===== config.mk =====
export PLATFORM = sky130hd
export DESIGN_NAME = ad5318_ctrl
export DESIGN_NICKNAME = d
export VERILOG_FILES = /design/src/rtl/ad5318_pkg.sv /design/src/rtl/ad5318_ctrl.sv
export SDC_FILE = /design/constraint.sdc
export NUM_CORES = 1
export LEC_CHECK = 0
export ABC_AREA = 1
export CELL_PAD_IN_SITES_DETAIL_PLACEMENT = 2
export CELL_PAD_IN_SITES_GLOBAL_PLACEMENT = 2
export CORE_ASPECT_RATIO = 0.8
export CORE_MARGIN = 5
export CORE_UTILIZATION = 36
export DETAILED_ROUTE_END_ITERATION = 16
export PLACE_DENSITY = 0.85
export SLEW_MARGIN = 10
export SYNTH_ARGS = -nofsm -noshare
export SYNTH_HDL_FRONTEND = slang
export SYNTH_SLANG_ARGS = --single-unit

===== constraint.sdc =====
create_clock -name clkin -period 4.4 [get_ports clkin]
set_input_delay 1.1 -clock clkin [delete_from_list [all_inputs] [get_ports clkin]]
set_output_delay 1.1 -clock clkin [all_outputs]
set_load 0.1 [all_outputs]

===== src/rtl/ad5318_pkg.sv =====
// Shared types and constants for the AD5318 serial-interface master.
// Holds the controller state encoding, frame field positions and channel addresses.
package ad5318_pkg;

  typedef enum logic [2:0] {
    S_IDLE  = 3'd0,
    S_SETUP = 3'd1,
    S_SHIFT = 3'd2,
    S_GAP   = 3'd3,
    S_LDAC  = 3'd4
  } state_e;

  localparam int CTRL_BIT = 15;
  localparam int ADDR_MSB = 14;
  localparam int ADDR_LSB = 12;
  localparam int DATA_MSB = 11;
  localparam int DATA_LSB = 2;

  localparam logic [2:0] CH_A = 3'd0;
  localparam logic [2:0] CH_B = 3'd1;
  localparam logic [2:0] CH_C = 3'd2;
  localparam logic [2:0] CH_D = 3'd3;
  localparam logic [2:0] CH_E = 3'd4;
  localparam logic [2:0] CH_F = 3'd5;
  localparam logic [2:0] CH_G = 3'd6;
  localparam logic [2:0] CH_H = 3'd7;

  // Control commands go out verbatim; data writes pack address and 10-bit code.
  function automatic logic [15:0] build_word(input logic [15:0] data,
                                             input logic [2:0]  addr);
    logic [15:0] w;
    if (data[CTRL_BIT]) begin
      w = data;
    end else begin
      w = '0;
      w[ADDR_MSB:ADDR_LSB] = addr;
      w[DATA_MSB:DATA_LSB] = data[9:0];
    end
    return w;
  endfunction

endpackage


===== src/rtl/ad5318_ctrl.sv =====
// Serial-interface master for the AD5318 octal DAC: one command per handshake
// becomes one SYNC_b/SCLK/DIN frame, with an optional automatic LDAC_b pulse.
module ad5318_ctrl
  import ad5318_pkg::*;
#(
  parameter int CLK_DIV     = 4,
  parameter int SYNC_GAP    = 4,
  parameter int AUTO_LDAC   = 0,
  parameter int LDAC_CYCLES = 4
) (
  input  logic        clkin,
  input  logic        rstn,
  output logic        SCLK,
  output logic        DIN,
  output logic        SYNC_b,
  output logic        LDAC_b,
  input  logic [15:0] tdata,
  input  logic [2:0]  tuser,
  input  logic        tvalid,
  output logic        tready,
  output state_e      dbg_state
);

  localparam int HALF  = CLK_DIV / 2;
  localparam int CNT_W = 16;

  state_e             state_q, state_d;
  logic [15:0]        word_q, word_d;
  logic               is_data_q, is_data_d;
  logic [CNT_W-1:0]   cnt_q, cnt_d;
  logic [CNT_W-1:0]   div_q, div_d;
  logic [3:0]         bit_q, bit_d;
  logic               sclk_q, sclk_d;
  logic               din_q, din_d;
  logic               sync_q, sync_d;
  logic               ldac_q, ldac_d;
  logic               tready_q, tready_d;
  logic [15:0]        cmd_word;
  logic               accept;

  // Handshake: a command is taken on a rising clkin edge where tvalid && tready;
  // tready then drops until the frame, gap and any LDAC pulse are complete, so a
  // tvalid left high afterwards is not seen again until tready returns.
  assign accept   = tvalid && tready_q;
  assign cmd_word = build_word(tdata, tuser);

  always_comb begin
    state_d   = state_q;
    word_d    = word_q;
    is_data_d = is_data_q;
    cnt_d     = cnt_q;
    div_d     = div_q;
    bit_d     = bit_q;
    sclk_d    = sclk_q;
    din_d     = din_q;
    sync_d    = sync_q;
    ldac_d    = ldac_q;
    tready_d  = tready_q;

    case (state_q)
      S_IDLE: begin
        sclk_d   = 1'b1;
        sync_d   = 1'b1;
        ldac_d   = 1'b1;
        tready_d = 1'b1;
        if (accept) begin
          state_d   = S_SETUP;
          word_d    = cmd_word;
          is_data_d = ~tdata[CTRL_BIT];
          tready_d  = 1'b0;
          sync_d    = 1'b0;
          din_d     = cmd_word[15];
          cnt_d     = CNT_W'(HALF - 1);
        end
      end

      S_SETUP: begin
        if (cnt_q == '0) begin
          state_d = S_SHIFT;
          sclk_d  = 1'b0;
          div_d   = '0;
          bit_d   = '0;
        end else begin
          cnt_d = cnt_q - 1'b1;
        end
      end

      // div_q counts clkin cycles since the current SCLK falling edge.
      S_SHIFT: begin
        div_d = div_q + 1'b1;
        if (div_q == CNT_W'(HALF - 1)) begin
          sclk_d = 1'b1;
          if (bit_q != 4'd15) begin
            din_d  = word_q[14];
            word_d = {word_q[14:0], 1'b0};
          end
        end else if (div_q == CNT_W'(CLK_DIV - 1)) begin
          if (bit_q == 4'd15) begin
            state_d = S_GAP;
            sync_d  = 1'b1;
            din_d   = 1'b0;
            cnt_d   = CNT_W'(SYNC_GAP - 1);
          end else begin
            sclk_d = 1'b0;
            div_d  = '0;
            bit_d  = bit_q + 4'd1;
          end
        end
      end

      S_GAP: begin
        if (cnt_q == '0) begin
          if ((AUTO_LDAC != 0) && is_data_q) begin
            state_d = S_LDAC;
            ldac_d  = 1'b0;
            cnt_d   = CNT_W'(LDAC_CYCLES - 1);
          end else begin
            state_d  = S_IDLE;
            tready_d = 1'b1;
          end
        end else begin
          cnt_d = cnt_q - 1'b1;
        end
      end

      S_LDAC: begin
        if (cnt_q == '0) begin
          state_d  = S_IDLE;
          ldac_d   = 1'b1;
          tready_d = 1'b1;
        end else begin
          cnt_d = cnt_q - 1'b1;
        end
      end

      default: begin
        state_d = S_IDLE;
      end
    endcase
  end

  // All pins are registered so a reset mid-frame returns them to idle at once.
  always_ff @(posedge clkin or negedge rstn) begin
    if (!rstn) begin
      state_q   <= S_IDLE;
      word_q    <= '0;
      is_data_q <= 1'b0;
      cnt_q     <= '0;
      div_q     <= '0;
      bit_q     <= '0;
      sclk_q    <= 1'b1;
      din_q     <= 1'b0;
      sync_q    <= 1'b1;
      ldac_q    <= 1'b1;
      tready_q  <= 1'b0;
    end else begin
      state_q   <= state_d;
      word_q    <= word_d;
      is_data_q <= is_data_d;
      cnt_q     <= cnt_d;
      div_q     <= div_d;
      bit_q     <= bit_d;
      sclk_q    <= sclk_d;
      din_q     <= din_d;
      sync_q    <= sync_d;
      ldac_q    <= ldac_d;
      tready_q  <= tready_d;
    end
  end

  assign SCLK      = sclk_q;
  assign DIN       = din_q;
  assign SYNC_b    = sync_q;
  assign LDAC_b    = ldac_q;
  assign tready    = tready_q;
  assign dbg_state = state_q;

endmodule


==> qor.yml, run 1 <==
status: "finished, final reports clean"
grt_pass1_vias: 4185
ir_drop_v: 0.000243
ys_seq_elements: 57
power_density_nw_per_um2: 786
drt_wl_total_um: 12000
placed_cell_area_sq_um: 4190
final_cell_mix: "nand2_1, nor2_1, dfrtp_1, nand3_1, inv_1"
rr_worst_depth: 11
start_util_pct: 37.3
worstHoldStart: "SCLK"
synthesis.nets: 600
ios: 30
syn_area_sq_um: 3860
clk_latency_ps: 330
path_clk_slew_ps: 50
path_cells: "clkdlybuf4s50_1"
die_x_um: 126
wl_per_cell_um: 16.4
p_sw_share_pct: 52.7
post_cts_buffers: 0
cts_max_path_buffers: 2
synthAdderAreaFrac_pct: 3.24
synth-simple-area-share_pct: 40.5
post_drt_via_cell_ratio: 5.10
p_leak_uw: 0.00217
portBuffers: 27
min_to: "SCLK"
floorplan.rows: 33
whs_path_depth: 2
met3WireLength_um: 223
multi_input_comb_area_sq_um: 2130
syn_to_final_growth_pct: 14.9
path_buf_inv: 1
maxSlewViolCount: 0
synth_edf_count: 0
drt-pass1-iter-count: 4
fin_crit_sh_pct: 70.0
hold_class: "flop to flop"
ctsResizeCount: 0
power_uw: 3490
r2r_start: "dbg_state[0]"
grt_pass1_wl_um: 20600
worstPathRequired_ps: 3300
slowest_delay_ps: 1120
synthFlopType: "dfrtp_1"
grt_max_degree: 40
ant_nets: 0
finClkSkew_ps: 6.19
finish.instance_area_sq_um: 4440
grt_usage_pct: 19.9
cts_hold_buf: 0
cp-start-kind: "flop"
rsz0062_at_grt: "false"
grt_overflow: 0
sequentialPowerShare_pct: 24.7
ys_seq_area_share_pct: 37.0
place_congestion: 0.766
cts.sinks: 57
synthXorXnorAreaFrac_pct: 1.36
drive_gt1_share_pct: 7.94
worst_pin_slew_ps: 989
ys_types: 37
vias: 3735
combPwrFrac_pct: 57.7
fill_cells: 1251
power_switching_uw: 1840
antenna_found_initial: 0
cts_tree: "built"
synth_compound_area_share_pct: 9.56
cp.depth: 1
crit_arrival_ps: 1980
r2r_slack_ps: 1550
netlist_instances: 568
top_layer_used: "met4"
cp_top_family: "buffers and inverters"
setup_viol: 0
dp_hpwl_um: 8610
die-area_sq_um: 12900
fin_crit_ps: 3080
cts_root_buf: "clkbuf_16"
relSlewSlack_pct: 34.1
postSynthAreaPerCell_sq_um: 6.80
drc: 0
numCtsBuffers: 9
fp.dieH_um: 103
internal-power_uw: 1650
clkPwrFrac_pct: 17.7
synthArstFlopShare_pct: 100
synthMuxAreaShare_pct: 0.259
r2r_end: "word_q[0]"
core_area_sq_um: 10400
layout_commonest_cell: "nand2_1"
setup-tns-final_ps: 0
hold_viol_final: 0
num_antenna_cells: 0
wl_met2_um: 6130
endpoint_kind: "output pin"
fmax_mhz: 325
drtIter0Drc: 120
synth_top_family_by_area: "simple AND/OR/NAND/NOR gates"
worst_path_max_delay_cell: "clkdlybuf4s50_1"
wl_met1_um: 5440
finalNetCount: 621
seq_area_sq_um: 1430
htreeDepth: 3
worstPathMaxFanout: 2
yosys_warnings: 0
crit_type: "flop to output pin"
maxCapViolCount: 0
==> cell families (layout without fill, tap and decap cells) <==
kind of cell / Yosys count / after routing
AND/OR/NAND/NOR: 357 / 357
AO/OA/AOI/OAI: 69 / 69
buffers and inverters: 66 / 90
flip-flops: 57 / 57
adder cells (fa/ha/maj): 10 / 10
XOR/XNOR: 6 / 6
other: 2 / 2
multiplexers: 1 / 1
==> final cells by class <==
class                           count  share of cell area, %
Multi-Input combinational cell    445                   47.9
Tap cell                          140                   3.95
Timing Repair Buffer               30                   6.49
Clock buffer                       13                   5.41
Clock inverter                      1                  0.113
Sequential cell                    57                   32.2
Inverter                           46                   3.89
==> sequential cells by signal, summed over array words and instances, names as in the netlist <==
signal     count
div_q         16
dbg_state      2
bit_q          4
DIN            1
word_q        15
cnt_q         16
SCLK           1
SYNC_b         1
tready         1
==> metal layers <==
| layer | vias up | track usage, % |
|---|---|---|
| met2 | 36 | 37.1 |
| met3 | 17 | 3.52 |
| met5 | - | 0 |
| met1 | 1846 | 23.4 |
| met4 | 0 | 6.84 |
| li1 | 1836 | - |
==> cell usage after synthesis (all sizes together), types with 2 or more instances <==
cell type	count	area share, %
a21oi	18	2.4
clkbuf	8	0.78
dfstp	2	1.4
o21bai	4	0.78
xor2	5	1.1
o21ai	43	5.6
dfrtp	55	36
conb	2	0.19
nand2	201	21
nand4	6	0.97
buf	12	2.7
inv	46	4.5
or2	11	1.8
nor3	3	0.39
nor2	83	9.3
nand3	51	7.1
ha	10	3.2
==> power groups by stage <==
stage / Clock (uW) / Sequential (uW) / Combinational, uW
after floorplan: 0 / 1010 / 1400
after global placement: 0 / 853 / 1900
after detailed placement: 0 / 867 / 2020
after CTS: 630 / 863 / 2050
after global routing: 658 / 888 / 2270
final: 616 / 859 / 2010
==> through the flow <==
step / utilization [%] / hold slack [ps] / setup slack, ps / std cells
6_report: 42.8 / 469 / 1320 / 732
5_1_grt: 42.8 / 487 / 1280 / 732
4_1_cts: 42.8 / 470 / 1300 / 732
3_5_place_dp: 40.4 / 463 / 1530 / 718
3_3_place_gp: 40.4 / 454 / 1660 / 718
2_1_floorplan: - / 464 / 1870 / 568
==> how the worst max path moves through the flow <==
stage / from / endpoint / slack (ps)
floorplan: dbg_state[0] / bit_q[0] / 1870
global placement: tdata[15] / word_q[7] / 1660
detailed placement: tdata[15] / word_q[7] / 1530
CTS: SYNC_b / SYNC_b / 1300
global route: dbg_state[0] / word_q[8] / 1280
finish: SYNC_b / SYNC_b / 1320
(Power assumes the default switching activity.)
==> run 2: changes to the inputs <==
--- a/config.mk
+++ b/config.mk
@@ -10,9 +10,9 @@
 export CELL_PAD_IN_SITES_GLOBAL_PLACEMENT = 2
 export CORE_ASPECT_RATIO = 0.8
 export CORE_MARGIN = 5
-export CORE_UTILIZATION = 36
+export CORE_UTILIZATION = 30
 export DETAILED_ROUTE_END_ITERATION = 16
-export PLACE_DENSITY = 0.85
+export PLACE_DENSITY = 0.76
 export SLEW_MARGIN = 10
 export SYNTH_ARGS = -nofsm -noshare
 export SYNTH_HDL_FRONTEND = slang
==> constraint.sdc (replaced) <==
create_clock -name clkin -period 2.5 [get_ports clkin]
set_input_delay 0.625 -clock clkin [delete_from_list [all_inputs] [get_ports clkin]]
set_output_delay 0.625 -clock clkin [all_outputs]
set_load 0.1 [all_outputs]
==> run 2 against run 1 <==
  * Wire length rose by 0.60%
  * First-iteration DRC count rose by 7.5%
  * Sequential power rose by 77%
  * Sequential share of layout area fell by 0.85 points
  * Die area rose by 18%
  * Largest cell class unchanged
==> qor.yml, run 2 (synthesis results as in run 1) <==
power_density_nw_per_um2: 1400
fmax_mhz: 473
setup-tns-final_ps: 0
post_cts_buffers: 0
cts_tree: "built"
htreeDepth: 3
vias: 3769
power_uw: 6370
grt_pass1_wl_um: 20700
cts.sinks: 57
finalNetCount: 627
drt-pass1-iter-count: 4
reg.largest.list: "cnt_q: 16 flops, div_q: 16 flops, word_q: 15 flops"
hold_viol_final: 0
fin_crit_sh_pct: 84.6
relSlewSlack_pct: 60.7
path_clk_slew_ps: 60
core_area_sq_um: 12700
portBuffers: 27
start_util_pct: 30.3
dp_hpwl_um: 9010
worstPathRequired_ps: 2710
worstPathMaxFanout: 25
finClkSkew_ps: 5.37
path_cells: "inv_1 > ha_1 > buf_4 > or2_2 > nand2_4 > inv_1 > nand2_1 > o21ai_0"
fill_cells: 1535
clk_latency_ps: 330
worst_path_max_delay_cell: "dfrtp_2"
cts_max_path_buffers: 2
rsz0062_at_grt: "false"
die-area_sq_um: 15300
num_antenna_cells: 0
place_congestion: 0.781
fin_crit_ps: 2110
drt_wl_total_um: 12100
endpoint_kind: "flop"
syn_to_final_growth_pct: 18.2
fp.dieH_um: 111
floorplan.rows: 37
numCtsBuffers: 9
setup_viol: 0
crit_type: "flop to flop"
drtIter0Drc: 129
layout_commonest_cell: "nand2_1"
final_cell_mix: "nand2_1, nor2_1, dfrtp_1, nand3_1, inv_1"
status: "finished, final reports clean"
p_leak_uw: 0.00223
grt_pass1_vias: 4211
antenna_found_initial: 0
grt_usage_pct: 16.8
maxSlewViolCount: 0
post_drt_via_cell_ratio: 4.86
cts_hold_buf: 0
drive_gt1_share_pct: 11.0
grt_max_degree: 31
die_x_um: 137
maxCapViolCount: 0
hold_class: "primary input to asynchronous set/reset pin"
ir_drop_v: 0.000424
wl_per_cell_um: 15.6
path_common_cell: "inv_1"
crit_arrival_ps: 2320
drc: 0
whs_ps: 298
worst_pin_slew_ps: 590
cp-start-kind: "flop"
ctsResizeCount: 0
cts_root_buf: "clkbuf_16"
slowest_delay_ps: 410
ios: 30
grt_overflow: 0
ant_nets: 0
[run 2: changes by cell type in the layout (fill, tap and decap cells not counted)]
cell | before | now
clkinv_2 | 1 | 3
buf_12 | 0 | 1
buf_4 | 3 | 14
clkbuf_8 | 0 | 3
dfrtp_1 | 55 | 53
clkdlybuf4s50_1 | 26 | 20
clkbuf_1 | 4 | 1
dfrtp_2 | 0 | 2
[run 2: metal layers]
metal	up-vias	share of wire, %	track usage (%)
li1	1854	-	-
met4	0	0.92	3.39
met5	-	0	0
met1	1887	47	21.3
met2	17	51	29.9
met3	11	1.4	2.98
[run 2: path summary, 6_finish.rpt]
path                         startpoint         to  slack, ps  cells past startpoint
setup / recovery           dbg_state[0]  div_q[10]        390                      8
hold / removal                     rstn   cnt_q[9]        300                      1
setup reg to reg           dbg_state[0]  div_q[10]        390                      8
hold reg to reg                    SCLK       SCLK        490                      2
max in group asynchronous          rstn   div_q[1]       1470                      2
min in group clkin                 SCLK       SCLK        490                      2
[run 2: stage by stage]
stage / instance area (sq um) / std cells / util [%] / setup WS, ps
after floorplan: 3860 / 568 / - / 318
after global placement: 4280 / 759 / 33.6 / 403
after CTS: 4570 / 775 / 35.9 / 352
after global routing: 4570 / 775 / 35.9 / 173
after detailed placement: 4280 / 759 / 33.6 / 336
final: 4570 / 775 / 35.9 / 385
[run 2: where the power goes]
group / internal, uW / switching (uW) / total (uW)
registers: 1250 / 272 / 1520
clock network: 747 / 448 / 1190
logic: 1090 / 2570 / 3660
total: 3080 / 3290 / 6370
[run 2: layout make-up]
class	count	area (sq um)	share of cell area [%]
Multi-Input combinational cell	445	2130	46.6
Clock buffer	13	270	5.92
Tap cell	175	219	4.80
Sequential cell	57	1430	31.4
Clock inverter	3	15.0	0.329
Timing Repair Buffer	36	330	7.23
Inverter	46	173	3.78
[run 2: critical path: cells and delay by family, from the launching register on]
family	cells	cell delay, ps
simple gates	3	710
buf+inv	3	480
flops	1	410
fa+ha+maj	1	310
compound gates	1	70
